$ cat src/rtl/fetch_pkg.sv
// Shared types and constants for the instruction fetch stage.
// Latency: n/a (package only).
// Backpressure: n/a (package only).
package fetch_pkg;

    localparam int XLEN     = 32;
    localparam int FQ_DEPTH = 2;
    localparam int FQ_CNT_W = $clog2(FQ_DEPTH + 1);

    localparam logic [XLEN-1:0] NOP_INSTR = 32'h0000_0013;

    // One buffered response: the instruction word and the PC it was fetched from.
    typedef struct packed {
        logic [XLEN-1:0] instr;
        logic [XLEN-1:0] pc;
    } fq_entry_t;

    // Sequential PC successor; wraps at 2^32.
    function automatic logic [XLEN-1:0] pc_next(input logic [XLEN-1:0] pc);
        return pc + 32'd4;
    endfunction

endpackage

$ cat src/rtl/fetch_if.sv
// Instruction-memory request/response bundle between fetch and imem.
// Latency: wires only.
// Backpressure: request side valid/ready; responses are unconditionally accepted in order.
interface fetch_if;
    import fetch_pkg::*;

    logic            imem_req_valid;
    logic            imem_req_ready;
    logic [XLEN-1:0] imem_addr;
    logic            imem_rsp_valid;
    logic [XLEN-1:0] imem_rsp_data;

    modport master (
        output imem_req_valid,
        output imem_addr,
        input  imem_req_ready,
        input  imem_rsp_valid,
        input  imem_rsp_data
    );

    modport slave (
        input  imem_req_valid,
        input  imem_addr,
        output imem_req_ready,
        output imem_rsp_valid,
        output imem_rsp_data
    );

endinterface

$ cat src/rtl/fetch_queue.sv
// Small in-order FIFO buffering instruction responses while decode is stalled.
// Latency: pushed entry visible at head the cycle after the push.
// Backpressure: none internally; the caller's credit scheme keeps it from overflowing, clear wins over push.
module fetch_queue
    import fetch_pkg::*;
(
    input  logic                clk,
    input  logic                rst,
    input  logic                push,
    input  fq_entry_t           push_dat,
    input  logic                pop,
    input  logic                clear,
    output fq_entry_t           head,
    output logic [FQ_CNT_W-1:0] count,
    output logic                full,
    output logic                empty
);

    localparam int PW = (FQ_DEPTH > 1) ? $clog2(FQ_DEPTH) : 1;

    fq_entry_t     mem [FQ_DEPTH];
    logic [PW-1:0] rd_ptr;
    logic [PW-1:0] wr_ptr;
    logic          do_push;
    logic          do_pop;

    function automatic logic [PW-1:0] ptr_inc(input logic [PW-1:0] p);
        return (p == PW'(FQ_DEPTH - 1)) ? '0 : p + 1'b1;
    endfunction

    assign empty   = (count == '0);
    assign full    = (count == FQ_CNT_W'(FQ_DEPTH));
    assign do_pop  = pop && !empty;
    assign do_push = push && (!full || do_pop);
    assign head    = mem[rd_ptr];

    // Entry storage needs no reset: count/pointers decide what is valid.
    always_ff @(posedge clk) begin
        if (do_push && !clear) begin
            mem[wr_ptr] <= push_dat;
        end
    end

    // Pointer and occupancy tracking; clear empties the queue regardless of push/pop.
    always_ff @(posedge clk or posedge rst) begin
        if (rst) begin
            rd_ptr <= '0;
            wr_ptr <= '0;
            count  <= '0;
        end else if (clear) begin
            rd_ptr <= '0;
            wr_ptr <= '0;
            count  <= '0;
        end else begin
            if (do_push) wr_ptr <= ptr_inc(wr_ptr);
            if (do_pop)  rd_ptr <= ptr_inc(rd_ptr);
            count <= count + FQ_CNT_W'(do_push) - FQ_CNT_W'(do_pop);
        end
    end

endmodule

$ cat src/rtl/fetch_unit.sv
// RV32I fetch: PC, imem request credit (2 in flight), response queue, IF/ID register; FETCH_PERF_CNT_EN builds perf counters.
// Latency: request accepted at N with k-cycle memory -> instr_D valid at N+k+1 when queue empty and no stall.
// Backpressure: stallF/imem_req_ready hold the PC; stallD holds IF/ID while up to 2 responses queue, then credit stops issue.
module fetch_unit
    import fetch_pkg::*;
#(
    parameter logic [XLEN-1:0] RESET_PC = 32'h0000_0000
) (
    input  logic            clk,
    input  logic            rst,
    input  logic            stallF,
    input  logic            stallD,
    input  logic            flushD,
    input  logic            br_en_E,
    input  logic [XLEN-1:0] br_target_E,
    fetch_if.master         imem,
    output logic [XLEN-1:0] instr_D,
    output logic [XLEN-1:0] pc_D,
    output logic [XLEN-1:0] pc_plus4_D,
    output logic            valid_D,
    output logic [31:0]     perf_bubble_cnt,
    output logic [31:0]     perf_redirect_cnt
);

    logic [XLEN-1:0]     pc_F;
    logic [XLEN-1:0]     rsp_pc;
    logic [1:0]          outstanding;
    logic [1:0]          discard;
    logic [2:0]          credit_used;
    logic                req_fire;
    logic                rsp_keep;
    logic                rsp_bypass;
    logic                ifid_load;

    fq_entry_t           q_head;
    fq_entry_t           q_push_dat;
    logic [FQ_CNT_W-1:0] q_count;
    logic                q_full;
    logic                q_empty;
    logic                q_push;
    logic                q_pop;

    logic [XLEN-1:0]     instr_n;
    logic [XLEN-1:0]     pc_n;
    logic [XLEN-1:0]     pc4_n;
    logic                valid_n;

    // In-flight requests plus buffered responses must leave room for every answer.
    assign credit_used         = {1'b0, outstanding} + 3'(q_count);
    assign imem.imem_req_valid = !rst && !br_en_E && !stallF && (credit_used < 3'd2);
    assign imem.imem_addr      = pc_F;
    assign req_fire            = imem.imem_req_valid && imem.imem_req_ready;

    // Wrong-path responses (still owed after a redirect, or arriving during one) are dropped.
    assign rsp_keep   = imem.imem_rsp_valid && (discard == 2'd0) && !br_en_E;
    assign rsp_bypass = rsp_keep && q_empty && !stallD && !flushD;
    assign q_push     = rsp_keep && !rsp_bypass;
    assign q_push_dat = '{instr: imem.imem_rsp_data, pc: rsp_pc};

    // flushD overrides stallD; a redirect leaves nothing correct-path to load.
    assign ifid_load = !stallD || flushD;
    assign q_pop     = ifid_load && !flushD && !br_en_E && !q_empty;

    fetch_queue u_queue (
        .clk      (clk),
        .rst      (rst),
        .push     (q_push),
        .push_dat (q_push_dat),
        .pop      (q_pop),
        .clear    (br_en_E),
        .head     (q_head),
        .count    (q_count),
        .full     (q_full),
        .empty    (q_empty)
    );

    no_queue_overflow: assert property (@(posedge clk) disable iff (rst) !(q_push && q_full));

    // PC, outstanding-request count, discard count and response-PC tracking.
    always_ff @(posedge clk or posedge rst) begin
        if (rst) begin
            pc_F        <= RESET_PC;
            rsp_pc      <= RESET_PC;
            outstanding <= 2'd0;
            discard     <= 2'd0;
        end else begin
            outstanding <= outstanding + {1'b0, req_fire} - {1'b0, imem.imem_rsp_valid};
            if (br_en_E) begin
                pc_F    <= br_target_E;
                rsp_pc  <= br_target_E;
                // Everything still owed after this cycle belongs to the old path.
                discard <= outstanding - {1'b0, imem.imem_rsp_valid};
            end else begin
                if (req_fire) pc_F <= pc_next(pc_F);
                if (rsp_keep) rsp_pc <= pc_next(rsp_pc);
                if (imem.imem_rsp_valid && (discard != 2'd0)) discard <= discard - 2'd1;
            end
        end
    end

    // IF/ID next value: flush bubble, else queue head, else bypassed response, else bubble.
    always_comb begin
        instr_n = instr_D;
        pc_n    = pc_D;
        pc4_n   = pc_plus4_D;
        valid_n = valid_D;
        if (ifid_load) begin
            if (flushD) begin
                instr_n = NOP_INSTR;
                valid_n = 1'b0;
            end else if (q_pop) begin
                instr_n = q_head.instr;
                pc_n    = q_head.pc;
                pc4_n   = pc_next(q_head.pc);
                valid_n = 1'b1;
            end else if (rsp_bypass) begin
                instr_n = imem.imem_rsp_data;
                pc_n    = rsp_pc;
                pc4_n   = pc_next(rsp_pc);
                valid_n = 1'b1;
            end else begin
                instr_n = NOP_INSTR;
                valid_n = 1'b0;
            end
        end
    end

    // IF/ID pipeline register.
    always_ff @(posedge clk or posedge rst) begin
        if (rst) begin
            instr_D    <= NOP_INSTR;
            pc_D       <= '0;
            pc_plus4_D <= 32'd4;
            valid_D    <= 1'b0;
        end else begin
            instr_D    <= instr_n;
            pc_D       <= pc_n;
            pc_plus4_D <= pc4_n;
            valid_D    <= valid_n;
        end
    end

`ifdef FETCH_PERF_CNT_EN
    logic        bubble_evt;
    logic [31:0] bubble_cnt_q;
    logic [31:0] redirect_cnt_q;

    // With stallD low IF/ID always loads, so an invalid next value is a bubble.
    assign bubble_evt = !stallD && !valid_n;

    // Free-running event counters, wrapping at 2^32.
    always_ff @(posedge clk or posedge rst) begin
        if (rst) begin
            bubble_cnt_q   <= '0;
            redirect_cnt_q <= '0;
        end else begin
            if (bubble_evt) bubble_cnt_q   <= bubble_cnt_q + 32'd1;
            if (br_en_E)    redirect_cnt_q <= redirect_cnt_q + 32'd1;
        end
    end

    assign perf_bubble_cnt   = bubble_cnt_q;
    assign perf_redirect_cnt = redirect_cnt_q;
`else
    assign perf_bubble_cnt   = '0;
    assign perf_redirect_cnt = '0;
`endif

endmodule

$ cat src/flat_wrapper.sv
// flat-port wrapper written by rule: the top's interface ports become plain ports
module fetch_unit_flat import fetch_pkg::*;
#(
    parameter logic [XLEN-1:0] RESET_PC = 32'h0000_0000
)
  (clk, rst, stallF, stallD, flushD, br_en_E, br_target_E, instr_D, pc_D, pc_plus4_D, valid_D, perf_bubble_cnt, perf_redirect_cnt, imem_imem_req_valid, imem_imem_addr, imem_imem_req_ready, imem_imem_rsp_valid, imem_imem_rsp_data);
  fetch_if imem_i ();
  input  logic clk;
  input  logic rst;
  input  logic stallF;
  input  logic stallD;
  input  logic flushD;
  input  logic br_en_E;
  input  logic [XLEN-1:0] br_target_E;
  output logic [XLEN-1:0] instr_D;
  output logic [XLEN-1:0] pc_D;
  output logic [XLEN-1:0] pc_plus4_D;
  output logic valid_D;
  output logic [31:0] perf_bubble_cnt;
  output logic [31:0] perf_redirect_cnt;
  output wire logic [$bits(imem_i.imem_req_valid)-1:0] imem_imem_req_valid;
  output wire logic [$bits(imem_i.imem_addr)-1:0] imem_imem_addr;
  input wire logic [$bits(imem_i.imem_req_ready)-1:0] imem_imem_req_ready;
  input wire logic [$bits(imem_i.imem_rsp_valid)-1:0] imem_imem_rsp_valid;
  input wire logic [$bits(imem_i.imem_rsp_data)-1:0] imem_imem_rsp_data;
  assign imem_imem_req_valid = imem_i.imem_req_valid;
  assign imem_imem_addr = imem_i.imem_addr;
  assign imem_i.imem_req_ready = imem_imem_req_ready;
  assign imem_i.imem_rsp_valid = imem_imem_rsp_valid;
  assign imem_i.imem_rsp_data = imem_imem_rsp_data;
  fetch_unit #(.RESET_PC(RESET_PC)) u_core (.clk(clk), .rst(rst), .stallF(stallF), .stallD(stallD), .flushD(flushD), .br_en_E(br_en_E), .br_target_E(br_target_E), .imem(imem_i), .instr_D(instr_D), .pc_D(pc_D), .pc_plus4_D(pc_plus4_D), .valid_D(valid_D), .perf_bubble_cnt(perf_bubble_cnt), .perf_redirect_cnt(perf_redirect_cnt));
endmodule
$ cat config.mk
export PLATFORM = sky130hd
export DESIGN_NAME = fetch_unit_flat
export DESIGN_NICKNAME = d
export VERILOG_FILES = /design/src/rtl/fetch_pkg.sv /design/src/rtl/fetch_if.sv /design/src/rtl/fetch_queue.sv /design/src/rtl/fetch_unit.sv /design/src/flat_wrapper.sv
export SDC_FILE = /design/constraint.sdc
export NUM_CORES = 1
export LEC_CHECK = 0
export CAP_MARGIN = 30
export CELL_PAD_IN_SITES_DETAIL_PLACEMENT = 1
export CELL_PAD_IN_SITES_GLOBAL_PLACEMENT = 1
export CORE_MARGIN = 2
export CORE_UTILIZATION = 41
export CTS_CLUSTER_DIAMETER = 120
export CTS_CLUSTER_SIZE = 14
export DETAILED_ROUTE_END_ITERATION = 12
export PLACE_DENSITY_LB_ADDON = 0.1
export SLEW_MARGIN = 20
export SYNTH_ARGS = -nofsm -noshare
export SYNTH_HDL_FRONTEND = slang
export SYNTH_SLANG_ARGS = --single-unit
$ cat constraint.sdc
create_clock -name clk -period 6.96 [get_ports clk]
set_clock_uncertainty 0.2 [all_clocks]
set_input_delay 1.044 -clock clk [delete_from_list [all_inputs] [get_ports clk]]
set_output_delay 1.044 -clock clk [all_outputs]
set_load 0.02 [all_outputs]
==> run metrics <==
status complete, no violations; count leader, synth dfrtp_1; Slew Limit Headroom between 30% and 40%; top-area cell type share of the netlist area 28.7%; R2R Setup Slk between 3 and 4 ns; setup TNS 0 ns; Leak around 6.4 nW; DRT iter0 DRCs approximately 530; final slew viol count 0; Crit Path Class input pin to flip-flop; drt first pass iters 5; IO buf count around 200; Rows slightly below 70; endpoints failing hold 0; CTS max path bufs 3; # IOs about 270; post-CTS sizing 0; Total GRT Usage 21.8%; Initial Utilization roughly two fifths; fin nets about 1500; Reg clk slew, reported paths 0.07 ns; grt ovf 0; Slew @ Worst Pin between 0.9 and 1 ns; Wirelength per Cell 20.4 um; Achievable Freq ~250 MHz; Seq/Total Area, Yosys a little under three fifths; DRC violations left 0; area grow syn2layout 20.1%; vias in the first global route between 10000 and 15000; Hold Crit Depth 2; routability-driven placement congestion ratio 0.811; worst-path maximum fanout 38; FFs w/ async S/R, synth between 50 and 60%; top cells by area, synth dfrtp_1 (29%), edfxtp_1 (27%), nand2_1 (4.2%), mux2i_1 (3.9%), o21ai_0 (3.6%); CP Launch Type input pin; post-CTS setup buffer count 0; Synth Register Bits 295; synthesized area around 14000 um^2; cts bufs inserted 25; ANT nets after route 0; Synth Instances between 1000 and 1500; Die ar. approximately 36000 um^2; first-pass GRT wire length a little over 60000 um; ys flop type dfrtp_1; Netlist cell types 65; reg2reg end u_core.u_queue.mem[0][48]$_DFFE_PP_; RR Startpoint u_core.discard[0]$_DFFE_PP0P_; post-route clock period utilization between 50% and 60%; Core Box Area 34400 um^2; number of setup violations in the final report 0; maximum VDD drop 0.000178 V; Die X between 150 and 200 um; WHS ~0.30 ns; syn_area_per_cell about 11 um^2; pin count of the biggest net entering global routing approximately 110; via count around 10000; dpl cell area about 16000 um^2; Clock Latency Late Sink about 0.53 ns; final wirelength 39200 um; routed vias/inst between 5 and 6; layout cells sized above 1 5.87%; RSZ-0062 raised after global routing no; synth warn 0; Power Density 296 nW/um^2; Tmin final 4.03 ns; # clock sinks between 200 and 300; Critical Path RT slightly below 7 ns; worst r2r path cells 7; Post-synth EDFFs roughly 130; CP arrival roughly 4.0 ns; HP Start u_core.instr_D[22]$_DFFE_PP0P_; final core utilization between 40 and 50%; DP HPWL about 27000 um; Max-cap violations 0; Die Height between 150 and 200 um; CTS tree done; Setup crit end kind flip-flop; Commonest cells post-synth dfrtp_1 (163), nand2_1 (158), edfxtp_1 (128); Min-Delay Endpoint u_core.instr_D[22]$_DFFE_PP0P_; hold buffers post-CTS 0; final instance area around 17000 um^2; filler instances approximately 3700; clk root buf clkbuf_16; initial antenna violation count 0; area leader, netlist dfrtp_1; worst min-delay path category flip-flop to flip-flop; H-tree Lvls 1; total power ~5 mW
[per-stage QoR]
stage / cells / setup WS (ns)
finish: 1922 / 2.93
global route: 1921 / 2.67
CTS: 1919 / 2.91
detailed placement: 1875 / 2.36
global placement: 1874 / 2.48
floorplan: 1346 / 1.20
[worst max-delay path by stage]
stage,slack [ns],endpoint,start,cells after the start
after floorplan,1.20,u_core.discard[0]$_DFFE_PP0P_,rst,1
final,2.93,u_core.u_queue.mem[0][48]$_DFFE_PP_,imem_imem_rsp_valid,6
after CTS,2.91,u_core.u_queue.mem[0][40]$_DFFE_PP_,imem_imem_rsp_valid,6
after global placement,2.48,u_core.u_queue.mem[0][42]$_DFFE_PP_,imem_imem_rsp_valid,6
after global routing,2.67,u_core.u_queue.mem[0][40]$_DFFE_PP_,imem_imem_rsp_valid,6
after detailed placement,2.36,u_core.u_queue.mem[0][42]$_DFFE_PP_,imem_imem_rsp_valid,6
[flip-flops by register name, indices dropped and copies added, names as in the netlist]
signal	cells
u_core.instr_D	32
u_core.pc_plus4_D	32
u_core.u_queue.mem	128
u_core.imem.imem_addr	32
u_core.valid_D	1
u_core.u_queue.rd_ptr	1
u_core.u_queue.count	2
u_core.outstanding	2
u_core.discard	2
u_core.rsp_pc	32
u_core.pc_D	30
u_core.u_queue.wr_ptr	1
[cells in the final DEF (no fill, tap or decap), drive strengths merged, types with 6 or more instances in the layout]
cell           count
nor3              17
a21oi             39
inv               23
o311ai            11
nor2              59
nor2b              6
edfxtp           128
ha                 8
xnor2             40
o21ai            103
mux2              11
buf               16
conb              64
and3              30
a211oi            12
mux2i             56
clkdlybuf4s50    200
o22ai             13
and4               8
and2               9
clkbuf            42
a31oi             22
a22oi             33
nand4b             9
nand3             42
dfrtp            163
xor2              53
nand4             26
o211ai            22
nand2            158
[logic make-up after synthesis]
family	after synthesis	synth area share, %
multiplexers	67	4.81
XOR/XNOR	93	5.72
AO/OA/AOI/OAI	273	12.0
flip-flops	295	56.4
AND/OR/NAND/NOR	383	13.5
buffers and inverters	162	6.71
other	1	0.0263
adder cells (fa/ha/maj)	9	0.844
[critical path, cell delays in order]
cell and delay, ns:
clkdlybuf4s50_1 0.55, nand2_1 0.28, nor2_1 0.31, o21ai_0 0.39
nor2_4 0.79, buf_4 0.59
[cell type report]
cell class	count	area [um^2]	share of cell area [%]
flip-flops and latches	295	8030	47.0
multi-input cells	889	5520	32.3
repair buffers	216	2160	12.7
clock buffers	42	689	4.03
well taps	455	569	3.33
inverters	22	87.6	0.512
clock inverters	2	25.0	0.146
diodes	1	2.50	0.0146
[layer usage]
layer	vias up	global-route usage (%)	wire [um]
li1	4829	-	-
met1	5206	32.0	18600
met2	275	34.7	17900
met3	46	2.78	1950
met4	0	4.62	712
met5	-	0	0
[power by group]
group	switching, mW	internal (mW)	total, mW
Sequential	0.245	2.10	2.35
Clock	0.622	0.676	1.30
Combinational	0.771	0.649	1.42
No activity file was read; power rests on OpenSTA's default activity.
